### config.mk
export PLATFORM = sky130hd
export DESIGN_NAME = rr_port_arbiter
export DESIGN_NICKNAME = d
export VERILOG_FILES = /design/src/rtl/rr_port_arbiter_pkg.sv /design/src/rtl/mux_4_1.sv /design/src/rtl/rr_port_arbiter_pick4.sv /design/src/rtl/rr_port_arbiter.sv
export SDC_FILE = /design/constraint.sdc
export NUM_CORES = 1
export LEC_CHECK = 0
export BUFFER_PORTS_ARGS = -buffer_cell sky130_fd_sc_hd__buf_2
export CAP_MARGIN = 20
export CORE_AREA = 2 2 70 72
export CTS_CLUSTER_SIZE = 25
export DETAILED_ROUTE_END_ITERATION = 8
export DIE_AREA = 0 0 72 74
export PLACE_DENSITY = 0.82
export REMOVE_ABC_BUFFERS = 1
export SLEW_MARGIN = 10
export SYNTH_ARGS = -nofsm -noshare
export SYNTH_HDL_FRONTEND = slang
export SYNTH_SLANG_ARGS = --single-unit
export TNS_END_PERCENT = 50
### constraint.sdc
create_clock -name clk -period 3.75 [get_ports clk]
set_clock_uncertainty 0.1 [all_clocks]
set_input_delay 0.1875 -clock clk [delete_from_list [all_inputs] [get_ports clk]]
set_output_delay 0.1875 -clock clk [all_outputs]
set_load 0.005 [all_outputs]
### src/rtl/rr_port_arbiter_pkg.sv
// Shared types for the four-port round-robin resource arbiter.
package rr_port_arbiter_pkg;
    localparam int REQ_CNT = 4;

    typedef enum logic {
        ST_IDLE = 1'b0,
        ST_BUSY = 1'b1
    } state_e;

    function automatic logic [REQ_CNT-1:0] onehot4(input logic [1:0] i);
        return REQ_CNT'(1) << i;
    endfunction
endpackage

### src/rtl/mux_4_1.sv
// Plain 4:1 multiplexer, n bits wide.
module mux_4_1 #(
    parameter int n = 32
) (
    input  logic [1:0]   sel,
    input  logic [n-1:0] a,
    input  logic [n-1:0] b,
    input  logic [n-1:0] c,
    input  logic [n-1:0] d,
    output logic [n-1:0] y
);
    always_comb begin
        unique case (sel)
            2'd0:    y = a;
            2'd1:    y = b;
            2'd2:    y = c;
            default: y = d;
        endcase
    end
endmodule

### src/rtl/rr_port_arbiter_pick4.sv
// Round-robin picker: first unmasked request scanning from last+1.
module rr_pick4
    import rr_port_arbiter_pkg::*;
(
    input  logic [REQ_CNT-1:0] req,
    input  logic [REQ_CNT-1:0] mask,
    input  logic [1:0]         last,
    output logic               valid,
    output logic [1:0]         idx
);
    logic [1:0] cand;

    // Scan farthest offset first so the nearest eligible one overwrites.
    always_comb begin
        valid = 1'b0;
        idx   = last;
        cand  = last;
        for (int k = REQ_CNT; k >= 1; k--) begin
            cand = last + 2'(k);
            if (req[cand] && !mask[cand]) begin
                valid = 1'b1;
                idx   = cand;
            end
        end
    end
endmodule

### src/rtl/rr_port_arbiter.sv
// Round-robin arbiter sharing one single-ported resource among four
// requesters, with zero-bubble handover and a hung-transaction watchdog.
module rr_port_arbiter
    import rr_port_arbiter_pkg::*;
#(
    parameter int N       = 32,
    parameter int TIMEOUT = 16
) (
    input  logic                 clk,
    input  logic                 rst,
    input  logic [REQ_CNT-1:0]   req,
    input  logic [REQ_CNT*N-1:0] req_payload,
    input  logic                 res_done,
    output logic [REQ_CNT-1:0]   grant,
    output logic [REQ_CNT-1:0]   ack,
    output logic [1:0]           sel,
    output logic                 res_valid,
    output logic [N-1:0]         res_payload,
    output logic                 timeout_err
);
    localparam int CW = (TIMEOUT > 0) ? $clog2(TIMEOUT + 1) : 1;
    localparam logic [CW-1:0] CNT_LAST =
        CW'((TIMEOUT > 0) ? TIMEOUT - 1 : 0);

    state_e             state, nxt_state;
    logic [REQ_CNT-1:0] nxt_grant;
    logic [1:0]         nxt_sel, last, nxt_last;
    logic [CW-1:0]      count, nxt_count;
    logic               nxt_terr;
    logic [REQ_CNT-1:0] pick_mask;
    logic               pick_valid;
    logic [1:0]         pick_idx;

    assign res_valid = (state == ST_BUSY);
    assign ack       = grant & {REQ_CNT{res_done && res_valid}};
    // The current owner sits out the re-arbitration that ends its turn.
    assign pick_mask = res_valid ? grant : '0;

    rr_pick4 u_pick (
        .req   (req),
        .mask  (pick_mask),
        .last  (last),
        .valid (pick_valid),
        .idx   (pick_idx)
    );

    mux_4_1 #(.n(N)) u_mux (
        .sel (sel),
        .a   (req_payload[0*N +: N]),
        .b   (req_payload[1*N +: N]),
        .c   (req_payload[2*N +: N]),
        .d   (req_payload[3*N +: N]),
        .y   (res_payload)
    );

    always_ff @(posedge clk) begin
        if (rst) begin
            state       <= ST_IDLE;
            grant       <= '0;
            sel         <= 2'd0;
            last        <= 2'd3;
            count       <= '0;
            timeout_err <= 1'b0;
        end else begin
            state       <= nxt_state;
            grant       <= nxt_grant;
            sel         <= nxt_sel;
            last        <= nxt_last;
            count       <= nxt_count;
            timeout_err <= nxt_terr;
        end
    end

    always_comb begin
        nxt_state = state;
        nxt_grant = grant;
        nxt_sel   = sel;
        nxt_last  = last;
        nxt_count = count;
        nxt_terr  = 1'b0;
        unique case (state)
            ST_IDLE: begin
                nxt_grant = '0;
                if (pick_valid) begin
                    nxt_state = ST_BUSY;
                    nxt_grant = onehot4(pick_idx);
                    nxt_sel   = pick_idx;
                    nxt_last  = pick_idx;
                    nxt_count = '0;
                end
            end
            ST_BUSY: begin
                if (res_done) begin
                    if (pick_valid) begin
                        nxt_grant = onehot4(pick_idx);
                        nxt_sel   = pick_idx;
                        nxt_last  = pick_idx;
                        nxt_count = '0;
                    end else begin
                        nxt_state = ST_IDLE;
                        nxt_grant = '0;
                    end
                end else if (TIMEOUT > 0 && count == CNT_LAST) begin
                    nxt_state = ST_IDLE;
                    nxt_grant = '0;
                    nxt_terr  = 1'b1;
                end else if (count != '1) begin
                    nxt_count = count + CW'(1);
                end
            end
            default: nxt_state = ST_IDLE;
        endcase
    end
endmodule

==> impl_metrics.ini, run 1 <==
[die]
rows = 25
core_area_sq_um = 4600
die_w_um = 72
die_y_um = 74
dieArea_sq_um = 5330
boundaryPins = 179
start_util = 0.337

[global_route]
grt.overflow.total = 0
grt_first_pass_wirelength_um = 9800
first_global_vias = 1802
track_usage = 0.248
antenna_found_initial = 2
grt_max_degree = 35

[layout]
mostFrequentLayoutCells = buf_2, mux4_2, dfxtp_1
layout_commonest_cell = buf_2
regArea_sq_um = 302
final_nets = 439
fin_cells = 357
syn2layout_area_growth_pct = 63.3
multi_input_area_sq_um = 1180
n_fill_cell = 430
stdcell_area_sq_um = 2530
drive_gt1_frac = 0.733

[logic_synthesis]
synthesis.area_sq_um = 1550
async_reset_ff_frac = 0
synthSimpleGateAreaFrac = 0.0944
synth_fa_ha_area_frac = 0.0242
syn_area_per_cell_sq_um = 12.1
synth_seq_cells = 15
netlist_instances = 128
synth_warnings = 0
muxShareOfSynthArea = 0.465
synth_ff_type = dfxtp_1
synth-edff-count = 0
yosysSeqAreaShare = 0.194
synth_compound_area_frac = 0.177
ys_types = 37
synth_top_family_by_area = multiplexers
synth_xor_area_frac = 0

[placed_design]
gp_congestion = 0.827
portBuffers = 178
placed_area_sq_um = 2450
dp_hpwl_um = 6000
dp.cells = 349

[clocking]
cts_resized = 0
cts_hold_buf = 0
insertion_delay_ns = 0.26
cts_tree = built
cts_buffer_depth = 2
cts_sinks = 15
cts-root-buf = clkbuf_8
path_clk_slew_ns = 0.06
post_cts_buffers = 0
cts_made_buffers = 3
htree_levels = 1

[pwr]
p_per_area_nw_per_um2 = 288
p_leak_uw = 0.00124
ir_worst_vdd_v = 0.000228
p_total_uw = 729

[sta]
tns_ns = 0
final_max_slew_viol_count = 0
clock.fmax_ghz = 0.444
tightest_slew_ns = 0.775
setup_viol = 0
slew_headroom = 0.483
finalCriticalPeriod_ns = 2.25
hold_viol = 0
whs_ns = 0.176
rsz0062_at_grt = false
period_share = 0.600

[routing]
drt_iter0_markers = 118
drtPass1Iterations = 4
route.detailed.drc = 0
wl_um = 7130
vias_per_cell = 5.44
detail_route.wl_per_cell_um = 20.0
drtAntennaViolNets = 0
dr_total_vias = 1941

[worst_setup_path]
r2r_cells = 7
crit_family = simple AND/OR/NAND/NOR gates
path_depth = 7
critPathCaptureType = flop
cp_common_cell = ha_1
crit_type = flop to flop
cp.required_ns = 3.83
max_stage_delay_ns = 0.63
start_kind = flop
path_buf_inv = 0
cp_slowest_cell = or4b_1
path_max_fanout = 7
worstPathCellList = ha_1 -> and3_1 -> ha_1 -> or4b_1 -> o21ai_0 -> a21oi_1 -> nor3_1
arrival_ns = 2.33

[hold_path]
hold_path.class = input pin to flop
min_path_cells = 2

[status]
status = finished clean

[flow_run]
maxCapViolations = 0
[metrics by stage]
| step | util | setup WS [ns] |
|---|---|---|
| 2_1_floorplan | - | 1.32 |
| 3_3_place_gp | 0.534 | 1.59 |
| 3_5_place_dp | 0.534 | 1.53 |
| 4_1_cts | 0.543 | 1.28 |
| 5_1_grt | 0.550 | 1.36 |
| 6_report | 0.551 | 1.50 |
[registers in the layout, summed over array words and instances, names as in the netlist]
name / flops
timeout_err: 1
last: 2
grant: 4
count: 5
sel: 2
res_valid: 1
[cell usage after synthesis (all sizes together) (2+ instances only)]
cell type,n,share of area
buf,7,0.030
nand3,3,0.0097
nor2,6,0.015
ha,3,0.024
a32o,2,0.013
a21bo,4,0.030
clkbuf,5,0.012
nor3,3,0.0097
o221ai,3,0.017
nand2,5,0.012
o21ai,4,0.013
inv,2,0.0048
a21oi,8,0.026
o41ai,2,0.011
and3,5,0.020
a21boi,3,0.015
mux4,32,0.46
dfxtp,15,0.19
[logic make-up (layout without fill, tap and decap cells)]
group                    count (synthesis)  after routing
AO/OA/AOI/OAI                           36             36
adder cells (fa/ha/maj)                  3              3
buffers and inverters                   14            186
flip-flops                              15             15
multiplexers                            32             32
other                                    0              3
AND/OR/NAND/NOR                         28             28
[path summary, 6_finish.rpt]
| kind | start | to | slack, ns |
|---|---|---|---|
| worst max-delay path | count[0] | count[2] | 1.50 |
| worst min-delay path | rst | count[4] | 0.18 |
| worst max register to register | count[0] | count[2] | 1.50 |
| worst min register to register | grant[3] | grant[3] | 0.40 |
[final cells by class]
| class | count | share of cell area |
|---|---|---|
| inverter | 2 | 0.00296 |
| clock buffer | 4 | 0.0178 |
| timing repair buffer | 180 | 0.365 |
| sequential | 15 | 0.119 |
| tap | 54 | 0.0267 |
| antenna | 3 | 0.00296 |
| multi-input combinational | 99 | 0.465 |
[per-layer routing]
metal,wire [um],vias to the layer above,track usage
li1,-,896,-
met1,2810,941,0.334
met2,3540,93,0.394
met3,667,11,0.0637
met4,110,0,0.0776
met5,0,-,0
[where the power goes]
group	leakage (uW)	internal, uW	switching, uW	total (uW)
registers	0.000123	174	39.9	213
logic	0.00109	237	143	380
clock network	0.0000228	75.5	59.5	135
(Power assumes the default switching activity.)
==> inputs of run 2 (changes only) <==
Settings changed: CORE_AREA 2 2 70 72 to not set, CORE_MARGIN set to 2, CORE_UTILIZATION set to 34, DIE_AREA 0 0 72 74 to not set, PLACE_DENSITY 0.82 to 0.81.
Clock period 3.75 ns to 2.3 ns, I/O delays scaled along.
==> run 2 against run 1 <==
Combinational power grew 71%; critical path depth shrank 1; critical path type unchanged; setup slack worse by 1.3 ns; highest routed layer unchanged.
==> impl_metrics.ini, run 2 (same netlist as run 1, synthesis figures left out) <==
[layout]
top_regs = count (5), grant (4)
final_nets = 441
drive_gt1_frac = 0.738
n_fill_cell = 417
largest_reg_flops = 5
antenna_cells = 0
syn2layout_area_growth_pct = 62.6
mostFrequentLayoutCells = buf_2, mux4_2, dfxtp_1
layout_commonest_cell = buf_2
regMostFlops = count

[pwr]
ir_worst_vdd_v = 0.000458
p_leak_uw = 0.00124
p_per_area_nw_per_um2 = 468

[clocking]
cts_buffer_depth = 2
cts_sinks = 15
htree_levels = 1
path_clk_slew_ns = 0.06
cts_tree = built
cts_resized = 0
cts_hold_buf = 0
post_cts_buffers = 0
cts_made_buffers = 3
cts-root-buf = clkbuf_8
insertion_delay_ns = 0.25

[routing]
dr_total_vias = 1955
wl_um = 6890
vias_per_cell = 5.52
route.detailed.drc = 0
drt_iter0_markers = 87
drtPass1Iterations = 4
drtAntennaViolNets = 0
detail_route.wl_per_cell_um = 19.4

[sta]
worst_slack_ns = 0.180
finalCriticalPeriod_ns = 2.12
period_share = 0.922
clock.fmax_ghz = 0.472
tns_ns = 0
rsz0062_at_grt = false
setup_viol = 0
hold_viol = 0
final_max_slew_viol_count = 0
slew_headroom = 0.644
tightest_slew_ns = 0.533

[placed_design]
post-place-ws_ns = 0.0610
portBuffers = 178
gp_congestion = 0.844
dp_hpwl_um = 5890

[die]
start_util = 0.354
dieArea_sq_um = 5120
rows = 24
boundaryPins = 179
die_y_um = 71.6
core_area_sq_um = 4380
die_w_um = 71.6

[global_route]
grt_max_degree = 24
first_global_vias = 1868
antenna_found_initial = 0
grt_first_pass_wirelength_um = 9650
track_usage = 0.251
grt.overflow.total = 0

[worst_setup_path]
cp.required_ns = 2.38
rrSetupSlack_ns = 0.18
arrival_ns = 2.20
path_max_fanout = 7
critPathCaptureType = flop
start_kind = flop
crit_type = flop to flop

[hold_path]
hold_path.class = input pin to flop

[status]
status = finished clean

[flow_run]
maxCapViolations = 0
## run 2: cell count changes in the layout (fill, tap and decap cells not counted)
cell     delta
buf_4       +3
or4b_1      -1
o21ai_1     +1
diode_2     -3
or4b_4      +1
o21ai_0     -1
buf_16      -1
## run 2: worst paths after layout
kind | to | from | depth (start not counted)
setup / recovery | count[0] | count[0] | 6
hold / removal | count[4] | rst | 2
setup reg to reg | count[0] | count[0] | 6
hold reg to reg | count[3] | count[3] | 1
## run 2: power by group
| group | switching, uW | internal [uW] |
|---|---|---|
| registers | 35.3 | 283 |
| logic | 268 | 382 |
| clock network | 88.0 | 123 |
| total | 392 | 788 |
## run 2: final cells by class
class                   count  area [sq um]  area share
repair buffers            182           921       0.365
well taps                  52          65.1      0.0258
multi-input cells          99          1180       0.469
clock buffers               4          45.0      0.0179
inverters                   2          7.51     0.00298
flip-flops and latches     15           302       0.120
## run 2: stage by stage
| stage | area (sq um) | hold WS, ns | total power [uW] | utilization | std cells |
|---|---|---|---|---|---|
| 5_1_grt | 2520 | 0.142 | 1260 | 0.575 | 354 |
| 3_3_place_gp | 2470 | 0.356 | 964 | 0.564 | 350 |
| 2_1_floorplan | 1490 | 0.0841 | 662 | - | 116 |
| 6_report | 2520 | 0.107 | 1180 | 0.575 | 354 |
| 4_1_cts | 2520 | 0.103 | 1190 | 0.574 | 354 |
| 3_5_place_dp | 2470 | 0.365 | 973 | 0.564 | 350 |
## run 2: worst max-delay path: stages (launching register included)
cell,delay [ns]
dfxtp_1,0.33
ha_1,0.23
and3_1,0.21
ha_1,0.24
or4b_4,0.58
or2_0,0.23
a21oi_1,0.14
## run 2: layer usage
layer,wire [um],track usage,vias up
met2,3370,0.414,104
met4,79,0.0503,0
met1,2720,0.319,948
li1,-,-,895
met3,716,0.0914,8
met5,0,0,-
==> inputs of run 3 (changes only) <==
Settings changed: CORE_UTILIZATION 34 to 35, SYNTH_HIERARCHICAL set to 1, TNS_END_PERCENT 50 to not set.
==> run 3 against run 2 <==
Combinational power shrank 3%; non-clock buffer count is 3 higher; die area increased by 5.1%; sequential power down 1%; routed wire length rose by 11%; sequential share of layout area fell by 0.66 points; via count increased by 7.3%; setup slack worse by 0.078 ns; first-iteration DRC count fell by 23%; largest cell class unchanged; largest power group unchanged.
==> impl_metrics.ini, run 3 <==
[pwr]
p_per_area_nw_per_um2 = 438
ir_worst_vdd_v = 0.000290
p_leak_uw = 0.00129

[sta]
tns_ns = 0
period_share = 0.955
setup_viol = 0
slew_headroom = 0.696
tightest_slew_ns = 0.455
whs_ns = 0.107
finalCriticalPeriod_ns = 2.20
hold_viol = 0
clock.fmax_ghz = 0.455
final_max_slew_viol_count = 0
rsz0062_at_grt = false

[die]
dieArea_sq_um = 5380
core_area_sq_um = 4690
rows = 25
boundaryPins = 179
die_w_um = 73.4
start_util = 0.359
die_y_um = 73.4

[clocking]
cts_hold_buf = 0
insertion_delay_ns = 0.26
path_clk_slew_ns = 0.06
cts_sinks = 15
cts-root-buf = clkbuf_8
post_cts_buffers = 0
cts_tree = built
htree_levels = 1
cts_buffer_depth = 2
cts_resized = 0
cts_made_buffers = 3

[status]
status = finished clean

[logic_synthesis]
synth-edff-count = 0
netlist_instances = 142
synth_top_area_frac = 0.401
synth_top_area_cell = mux4_2
synth_warnings = 6
syn_area_per_cell_sq_um = 11.9
ys_types = 38
synth_ff_type = dfxtp_1
synth_area_leaders = mux4_2, dfxtp_1, buf_12
synthesis.area_sq_um = 1680
yosysSeqAreaShare = 0.178
async_reset_ff_frac = 0
synth_seq_cells = 15
yosysMostFrequentCell = mux4_2
netlist_top_cells_count = mux4_2, dfxtp_1, a21oi_1

[layout]
antenna_cells = 0
post-route-util = 0.569
layout_commonest_cell = buf_2
final_nets = 458
largest_reg_flops = 5
stdcell_area_sq_um = 2670
top_regs = count (5), grant (4)
syn2layout_area_growth_pct = 58.5
regMostFlops = count
drive_gt1_frac = 0.717
mostFrequentLayoutCells = buf_2, mux4_2, dfxtp_1

[routing]
dr_total_vias = 2097
drtAntennaViolNets = 0
vias_per_cell = 5.64
wl_um = 7670
detail_route.wl_per_cell_um = 20.6
route.detailed.drc = 0
drtPass1Iterations = 4
drt_iter0_markers = 67

[worst_setup_path]
cp.required_ns = 2.38
r2r-start = count[1]
rr_endpoint = count[2]
arrival_ns = 2.28
rrSetupSlack_ns = 0.10
path_max_fanout = 4
r2r_cells = 6
start_kind = flop
critPathCaptureType = flop
crit_type = flop to flop

[placed_design]
dp_hpwl_um = 6530
gp_congestion = 0.920
portBuffers = 178
placed_area_sq_um = 2610

[global_route]
antenna_found_initial = 0
grt_first_pass_wirelength_um = 9950
grt_max_degree = 33
track_usage = 0.256
first_global_vias = 1874
grt.overflow.total = 0

[flow_run]
maxCapViolations = 0

[hold_path]
min_from = rst
hold_path.class = input pin to flop
hold_path_end = grant[0]
min_path_cells = 2
## run 3: cell count changes after synthesis, moves of 3 or more
cell / change
and2_1: +4
nand2b_1: +4
a21bo_2: -3
a21boi_0: -3
and2b_1: +3
buf_12: +3
nand3_1: +3
nor3_1: -3
o211ai_1: +3
o221ai_1: -3
## run 3: area by class of cell
type	instances	area, sq um
fillers	442	2020
clock inverters	1	5.00
well taps	54	67.6
inverters	3	11.3
multi-input cells	111	1270
flip-flops and latches	15	302
repair buffers	185	968
clock buffers	3	41.3
## run 3: worst max-delay path by stage
stage | startpoint | end | slack, ns | depth (start not counted)
5_1_grt | count[1] | count[0] | 0.02 | 7
2_1_floorplan | sel[0] | res_payload[30] | -0.1 | 1
3_5_place_dp | count[1] | count[2] | 0.02 | 6
4_1_cts | count[1] | count[2] | 0.002 | 6
3_3_place_gp | count[1] | count[2] | 0.12 | 6
6_report | count[1] | count[2] | 0.10 | 6
## run 3: kinds of logic (layout without fill, tap and decap cells)
family | Yosys count | count (layout) | share of synthesized area
AO/OA/AOI/OAI | 28 | 28 | 0.114
adder cells (fa/ha/maj) | 4 | 4 | 0.0297
buffers and inverters | 16 | 192 | 0.0721
flip-flops | 15 | 15 | 0.178
multiplexers | 33 | 33 | 0.438
AND/OR/NAND/NOR | 46 | 46 | 0.167
## run 3: power by group
part / internal [uW] / switching, uW / leakage [uW]
combinational: 370 / 264 / 0.00114
clock: 120 / 99.5 / 0.0000255
sequential: 281 / 33.3 / 0.000123
## run 3: through the flow
step | worst slack [ns] | cells | total power (uW)
after floorplan | -0.0979 | 129 | 626
after global placement | 0.120 | 368 | 940
after detailed placement | 0.0247 | 368 | 949
after CTS | 0.00250 | 372 | 1170
after global routing | 0.0196 | 372 | 1240
final | 0.102 | 372 | 1170
## run 3: worst max-delay path, cell delays in order, from the launching register on
cell and delay, ns:
dfxtp_1 0.34, ha_2 0.19, and3_4 0.19, ha_1 0.21, or4b_4 0.53, or3_1 0.33
a221oi_2 0.22
## run 3: routing by layer
metal  routed length [um]  track usage  vias up
met3                  814       0.0823        7
met4                   63       0.0485        0
met1                 3100        0.349     1038
met5                    0            0        -
met2                 3690        0.404      113
li1                     -            -      939
